[src/rtl/apb4_pkg.sv]
// ---------------------------------------------------------------------------
// apb4_pkg
// Shared types and helpers for the APB4 memory completer.
//   state_t     : transfer FSM states (IDLE, WAIT, DONE)
//   DEF_*       : default bus widths and memory depth
//   strb_width  : number of byte lanes for a given data width
//   idx_width   : word-index width for a given memory depth
// ---------------------------------------------------------------------------
package apb4_pkg;

    typedef enum logic [1:0] {
        IDLE = 2'd0,
        WAIT = 2'd1,
        DONE = 2'd2
    } state_t;

    localparam int DEF_DATA_WIDTH = 32;
    localparam int DEF_ADDR_WIDTH = 32;
    localparam int DEF_MEM_DEPTH  = 64;

    function automatic int strb_width(input int data_width);
        return data_width / 8;
    endfunction

    // A depth of one still needs a 1-bit index so the ports stay legal.
    function automatic int idx_width(input int depth);
        return (depth > 1) ? $clog2(depth) : 1;
    endfunction

endpackage

[src/rtl/apb4_mem_array.sv]
// ---------------------------------------------------------------------------
// apb4_mem_array
// MEM_DEPTH x DATA_WIDTH word memory with per-byte write enables.
//   clk    in   clock, rising edge
//   rst_n  in   synchronous clear of every word while low
//   we     in   write enable
//   waddr  in   word index for the write
//   wdata  in   write data
//   wstrb  in   byte-lane enables for the write
//   raddr  in   word index for the read
//   rdata  out  combinational read of mem[raddr]
// ---------------------------------------------------------------------------
module apb4_mem_array
    import apb4_pkg::*;
#(
    parameter  int DATA_WIDTH = DEF_DATA_WIDTH,
    parameter  int MEM_DEPTH  = DEF_MEM_DEPTH,
    localparam int STRB_WIDTH = strb_width(DATA_WIDTH),
    localparam int IDX_WIDTH  = idx_width(MEM_DEPTH)
) (
    input  logic                  clk,
    input  logic                  rst_n,
    input  logic                  we,
    input  logic [IDX_WIDTH-1:0]  waddr,
    input  logic [DATA_WIDTH-1:0] wdata,
    input  logic [STRB_WIDTH-1:0] wstrb,
    input  logic [IDX_WIDTH-1:0]  raddr,
    output logic [DATA_WIDTH-1:0] rdata
);

    logic [DATA_WIDTH-1:0] mem [MEM_DEPTH];

    always_ff @(posedge clk) begin
        if (!rst_n) begin
            for (int w = 0; w < MEM_DEPTH; w++) begin
                mem[w] <= '0;
            end
        end else if (we) begin
            for (int b = 0; b < STRB_WIDTH; b++) begin
                if (wstrb[b]) begin
                    mem[waddr][b*8 +: 8] <= wdata[b*8 +: 8];
                end
            end
        end
    end

    assign rdata = mem[raddr];

endmodule

[src/rtl/apb4_mem_slave.sv]
// ---------------------------------------------------------------------------
// apb4_mem_slave
// APB4 completer on one PSELx line of the bridge. Serves word reads and
// byte-strobed writes to an internal memory, stretches every transfer by
// WAIT_STATES access cycles and reports misaligned or out-of-range accesses
// with PSLVERR.
//   PCLK     in   clock, rising edge
//   PRESETn  in   asynchronous active-low reset
//   PSEL     in   select from the bridge
//   PENABLE  in   access-phase indicator
//   PWRITE   in   1 = write, 0 = read
//   PADDR    in   byte address (MSB is the bridge select bit, ignored)
//   PWDATA   in   write data
//   PSTRB    in   byte-lane write enables
//   PREADY   out  registered transfer completion, high for one cycle
//   PRDATA   out  registered read data, non-zero only in the PREADY cycle
//   PSLVERR  out  registered error flag, only in the PREADY cycle
// ---------------------------------------------------------------------------
module apb4_mem_slave
    import apb4_pkg::*;
#(
    parameter  int DATA_WIDTH  = DEF_DATA_WIDTH,
    parameter  int ADDR_WIDTH  = DEF_ADDR_WIDTH,
    parameter  int MEM_DEPTH   = DEF_MEM_DEPTH,
    parameter  int WAIT_STATES = 1,
    localparam int STRB_WIDTH  = strb_width(DATA_WIDTH)
) (
    input  logic                  PCLK,
    input  logic                  PRESETn,
    input  logic                  PSEL,
    input  logic                  PENABLE,
    input  logic                  PWRITE,
    input  logic [ADDR_WIDTH-1:0] PADDR,
    input  logic [DATA_WIDTH-1:0] PWDATA,
    input  logic [STRB_WIDTH-1:0] PSTRB,
    output logic                  PREADY,
    output logic [DATA_WIDTH-1:0] PRDATA,
    output logic                  PSLVERR
);

    localparam int                   IDX_WIDTH = idx_width(MEM_DEPTH);
    localparam int                   CNT_WIDTH = 4;
    localparam logic [CNT_WIDTH-1:0] CNT_LOAD  = CNT_WIDTH'(WAIT_STATES);
    localparam logic [CNT_WIDTH-1:0] CNT_ONE   = CNT_WIDTH'(1);

    state_t                state;
    logic [CNT_WIDTH-1:0]  wait_cnt;
    logic                  write_q;
    logic                  err_q;
    logic [IDX_WIDTH-1:0]  idx_q;
    logic [DATA_WIDTH-1:0] wdata_q;
    logic [STRB_WIDTH-1:0] strb_q;

    logic                  setup;
    logic [IDX_WIDTH-1:0]  bus_idx;
    logic                  bus_err;
    logic                  unused_sel_bit;
    logic [IDX_WIDTH-1:0]  fin_idx;
    logic                  fin_err;
    logic                  fin_write;
    logic                  go_done;
    logic                  mem_we;
    logic [DATA_WIDTH-1:0] rd_data;

    // Decode of the live bus, used at the setup edge.
    assign setup          = PSEL && !PENABLE;
    assign bus_idx        = PADDR[IDX_WIDTH+1:2];
    assign bus_err        = (PADDR[1:0] != 2'b00) || (|PADDR[ADDR_WIDTH-2:IDX_WIDTH+2]);
    assign unused_sel_bit = PADDR[ADDR_WIDTH-1];

    // With zero wait states the transfer completes on the setup edge itself,
    // before the latched copies exist, so the live bus is used in IDLE.
    always_comb begin
        fin_idx   = idx_q;
        fin_err   = err_q;
        fin_write = write_q;
        if (state == IDLE) begin
            fin_idx   = bus_idx;
            fin_err   = bus_err;
            fin_write = PWRITE;
        end
    end

    assign go_done = ((state == IDLE) && setup && (WAIT_STATES == 0)) ||
                     ((state == WAIT) && PSEL && PENABLE && (wait_cnt == CNT_ONE));

    // The write lands on the completing edge, i.e. the end of the PREADY cycle.
    assign mem_we = (state == DONE) && PSEL && PENABLE && PREADY && write_q && !err_q;

    apb4_mem_array #(
        .DATA_WIDTH (DATA_WIDTH),
        .MEM_DEPTH  (MEM_DEPTH)
    ) u_mem (
        .clk   (PCLK),
        .rst_n (PRESETn),
        .we    (mem_we),
        .waddr (idx_q),
        .wdata (wdata_q),
        .wstrb (strb_q),
        .raddr (fin_idx),
        .rdata (rd_data)
    );

    // Setup-phase capture of address and write payload (data only, no reset).
    always_ff @(posedge PCLK) begin
        if ((state == IDLE) && setup) begin
            idx_q   <= bus_idx;
            wdata_q <= PWDATA;
            strb_q  <= PSTRB;
        end
    end

    // Transfer FSM, wait counter and registered response.
    always_ff @(posedge PCLK or negedge PRESETn) begin
        if (!PRESETn) begin
            state    <= IDLE;
            wait_cnt <= '0;
            write_q  <= 1'b0;
            err_q    <= 1'b0;
            PREADY   <= 1'b0;
            PRDATA   <= '0;
            PSLVERR  <= 1'b0;
        end else begin
            PREADY  <= 1'b0;
            PRDATA  <= '0;
            PSLVERR <= 1'b0;
            if (go_done) begin
                PREADY  <= 1'b1;
                PSLVERR <= fin_err;
                PRDATA  <= (fin_err || fin_write) ? '0 : rd_data;
            end

            case (state)
                IDLE: begin
                    if (setup) begin
                        write_q  <= PWRITE;
                        err_q    <= bus_err;
                        wait_cnt <= CNT_LOAD;
                        state    <= (WAIT_STATES == 0) ? DONE : WAIT;
                    end
                end
                WAIT: begin
                    // Losing PSEL mid-transfer abandons it without a response.
                    if (!PSEL) begin
                        wait_cnt <= '0;
                        state    <= IDLE;
                    end else if (PENABLE) begin
                        wait_cnt <= wait_cnt - CNT_ONE;
                        if (wait_cnt == CNT_ONE) begin
                            state <= DONE;
                        end
                    end
                end
                DONE: begin
                    state <= IDLE;
                end
                default: begin
                    state <= IDLE;
                end
            endcase
        end
    end

endmodule

[config.mk]
export PLATFORM = sky130hd
export DESIGN_NAME = apb4_mem_slave
export DESIGN_NICKNAME = d
export VERILOG_FILES = /design/src/rtl/apb4_pkg.sv /design/src/rtl/apb4_mem_array.sv /design/src/rtl/apb4_mem_slave.sv
export SDC_FILE = /design/constraint.sdc
export NUM_CORES = 2
export LEC_CHECK = 0
export ABC_AREA = 1
export BUFFER_PORTS_ARGS = -buffer_cell sky130_fd_sc_hd__buf_2
export CAP_MARGIN = 20
export CORE_MARGIN = 2
export CORE_UTILIZATION = 58
export CTS_BUF_LIST = sky130_fd_sc_hd__clkbuf_4 sky130_fd_sc_hd__clkbuf_8
export CTS_CLUSTER_DIAMETER = 60
export DETAILED_ROUTE_END_ITERATION = 10
export PLACE_DENSITY = 0.79
export SETUP_SLACK_MARGIN = 0.05
export SYNTH_ARGS = -nofsm -noshare
export SYNTH_HDL_FRONTEND = slang
export SYNTH_SLANG_ARGS = --single-unit
[constraint.sdc]
create_clock -name PCLK -period 4.2 [get_ports PCLK]
set_input_delay 0.63 -clock PCLK [delete_from_list [all_inputs] [get_ports PCLK]]
set_output_delay 0.63 -clock PCLK [all_outputs]
set_load 0.02 [all_outputs]
==> results.md <==
* Status: finished clean
* Post-route ant nets at 0
* Adder-cell share of the synthesized area at 0.0261%
* Worst-margin pin slew at 1250 ps
* Routed vias/inst at 6.17
* Critical path buffers and inverters at 1
* Cell Chain, Critical Path: nor2_4 -> nand2_4 -> nand2_8 -> buf_4 -> nand2_1 -> nand3_1 -> nand3_1 -> nand3_1 -> nand3_1 -> nand3_1 -> nand2_1 -> nor2_1
* Crit path max-delay family: simple AND/OR/NAND/NOR gates
* Final wirelength at 278000 um
* Post-CTS Resized at 0
* Unrepaired setup endpoints after global routing: no
* Worst-case vdd ir drop at 0.468 mV
* GRT Util Overall at 32.5%
* Critical path's largest stage delay at 450 ps
* Max-Cap Viols at 0
* Port Buf Inserts at 105
* Setup-failing EPs final at 0
* Post-synthesis mux area share at 0%
* Final cycle utilization of the critical path at 82.9%
* Mean Syn Cell Area at 9.81 um^2
* Clock root cell: clkbuf_8
* Fmax at 287 MHz
* CP arrival at 4470 ps
* Pin count of the biggest net entering global routing at 152
* Core ar. at 0.165 mm^2
* Routability cong. at 0.958
* Final Max Tran Viols at 0
* Slowest-stage cell, CP: nand2_8
* Ports at 107
* Setup TNS at 0 ps
* Final min period at 3480 ps
* Fin nets at 9842
* Cell area after layout at 0.105 mm^2
* Flop2flop setup slack at 720 ps
* Clock sink total at 2132
* Layout cell share with drive strength beyond 1 at 9.08%
* Die H at 411 um
* FP Rows at 149
* Compound-Gate Fraction of Synth Area at 0.117%
* Leak Pwr at 41.1 nW
* Largest family of logic cells by synthesized area: simple AND/OR/NAND/NOR gates
* Setup CP Type: reg2reg
* Most numerous cell on the critical path: nand3_1
* Yosys reg bits at 2132
* Post-DP Area at 0.0982 mm^2
* Xor-xnor portion of the synthesized cell area at 0%
* Worst Path Required at 5190 ps
* Post-Synth Simple-Gate Area at 29.6%
* Number of global-route vias before repair at 71800
* Drt pass-1 iters at 10
* Hold Vio Cnt, Final at 0
* Clk_skew at 77.6 ps
* Clock buffer depth at 4
* Slew Limit Headroom at 16.3%
* Initial DRC count at 12700
* Worst-path clk slew at 60 ps
* Starting density of the core at 58.3%
* Clk_lat worst skew at 1120 ps
* Design Power at 52.7 mW
* Syn_nets at 9853
* Total grt overflow at 0
* Critical Path End Type: flip-flop
* Min-delay worst type: in2reg
* Htree depth at 5
* Via Count at 75200
* Setup Fix Bufs, Post-CTS at 0
* Largest fanout on the critical path at 35
* CTS buffer count at 345
* CTS tree: yes
* Post-DP HPWL at 171000 um
* Fillers at 12500
* Die area at 0.169 mm^2
* Initial antenna violation count at 11
* Cts hold-fix bufs at 49
* Die extent in x at 411 um
* Critical path startpoint category: flip-flop
* Post-synthesis sequential area ratio at 66.5%
* Pwr dens at 502 mW/mm^2
* Drt wl/cell at 22.8 um
* Area Growth Syn to Fin at 9.59%
* Synth Cell Area at 0.0959 mm^2
* Post-Synthesis Cells at 9778
* DR DRC count at 0
* Warnings, synthesis at 0
* Pre-CTS setup slack at 908 ps
* Distinct cells, synth at 30
* First-pass GRT wire length at 417000 um
* Setup ws final at 718 ps
[final timing paths]
| check | from | end | cells past startpoint |
|---|---|---|---|
| setup / recovery | state[1] | PRDATA[16] | 12 |
| setup reg to reg | state[1] | PRDATA[16] | 12 |
| hold reg to reg | wait_cnt[3] | wait_cnt[3] | 2 |
| min in group asynchronous | PRESETn | PSLVERR | 2 |
| hold / removal | PADDR[10] | PSLVERR | 5 |
| max in group asynchronous | PRESETn | PRDATA[16] | 3 |
[metrics by stage]
stage          hold slack, ps  instances  utilization, %
2_1_floorplan             334       9778               -
3_3_place_gp              498      11600            59.7
3_5_place_dp              518      11600            59.7
4_1_cts                  13.9      12200            63.8
5_1_grt                  77.5      12200            63.9
6_report                 55.7      12200            63.9
[power by group]
| part | internal [mW] | leakage, nW | total, mW | switching (mW) |
|---|---|---|---|---|
| combinational | 3.04 | 15.6 | 11.3 | 8.25 |
| clock | 9.09 | 3.37 | 17.2 | 8.10 |
| sequential | 24.0 | 22.1 | 24.3 | 0.229 |
[worst reg2reg max path: stages (launching register included)]
cell     delay, ps
dfrtp_1        440
nor2_4         400
nand2_4        410
nand2_8        450
buf_4          390
nand2_1        110
nand3_1        110
nand3_1        140
nand3_1        180
nand3_1        170
nand3_1        130
nand2_1        160
nor2_1         300
[area by class of cell]
class                      instances  area (um^2)  area share, %
tap                             2189         2740           2.60
inverter                          62          244          0.232
clock inverter                   104          556          0.528
multi-input combinational       6873        28800           27.4
sequential                      2132        63800           60.7
clock buffer                     476         5790           5.51
antenna                           10         25.0         0.0238
timing repair buffer             353         3160           3.01
[sequential cells by signal, summed over array words and instances, names as in the netlist, 2 cells and up]
name,flops
state,2
u_mem.mem,2048
PRDATA,32
idx_q,6
wdata_q,32
wait_cnt,4
strb_q,4
[metal layers]
metal  vias to the layer above  share of wire (%)  track usage (%)
met5                         -               0.10           0.0848
met4                        12                5.7             17.3
met3                       939                 15             9.92
met2                      5568                 45             49.6
met1                     35500                 35             42.0
li1                      33200                  -                -
[cells by family after synthesis]
| logic type | Yosys count |
|---|---|
| AND/OR/NAND/NOR | 6853 |
| AO/OA/AOI/OAI | 18 |
| adder cells (fa/ha/maj) | 2 |
| buffers and inverters | 773 |
| flip-flops | 2132 |
[Yosys cell counts, drive strengths merged]
master	instances	share of area (%)
o211ai	1	0.0078
nand4	4	0.026
ha	2	0.026
a211oi	1	0.0078
or2	1	0.0065
a21oi	5	0.026
nand2	2488	9.7
dfrtp	42	1.1
o22ai	2	0.013
nor2	2225	8.7
a41oi	1	0.0091
clkbuf	283	1.1
o21ai	8	0.053
inv	62	0.24
nor4	4	0.026
and3	1	0.0065
nand3b	1	0.0078
nand3	2129	11
edfxtp	2090	65
buf	428	2.3
[cell usage in the layout, fill, tap and decap left out, types with 6 or more instances in the layout]
| cell type | count |
|---|---|
| nor2_4 | 6 |
| clkinv_2 | 24 |
| clkbuf_8 | 355 |
| nand2_1 | 2481 |
| buf_2 | 104 |
| clkbuf_4 | 121 |
| inv_2 | 35 |
| clkinv_1 | 69 |
| dlygate4sd3_1 | 49 |
| buf_4 | 147 |
| nor2_1 | 2185 |
| clkinvlp_4 | 7 |
| inv_1 | 24 |
| dfrtp_1 | 42 |
| edfxtp_1 | 2090 |
| buf_12 | 51 |
| o21ai_4 | 6 |
| nand3_1 | 2129 |
| diode_2 | 10 |
| nor2_2 | 34 |
Power figures use the tool's default switching activity.
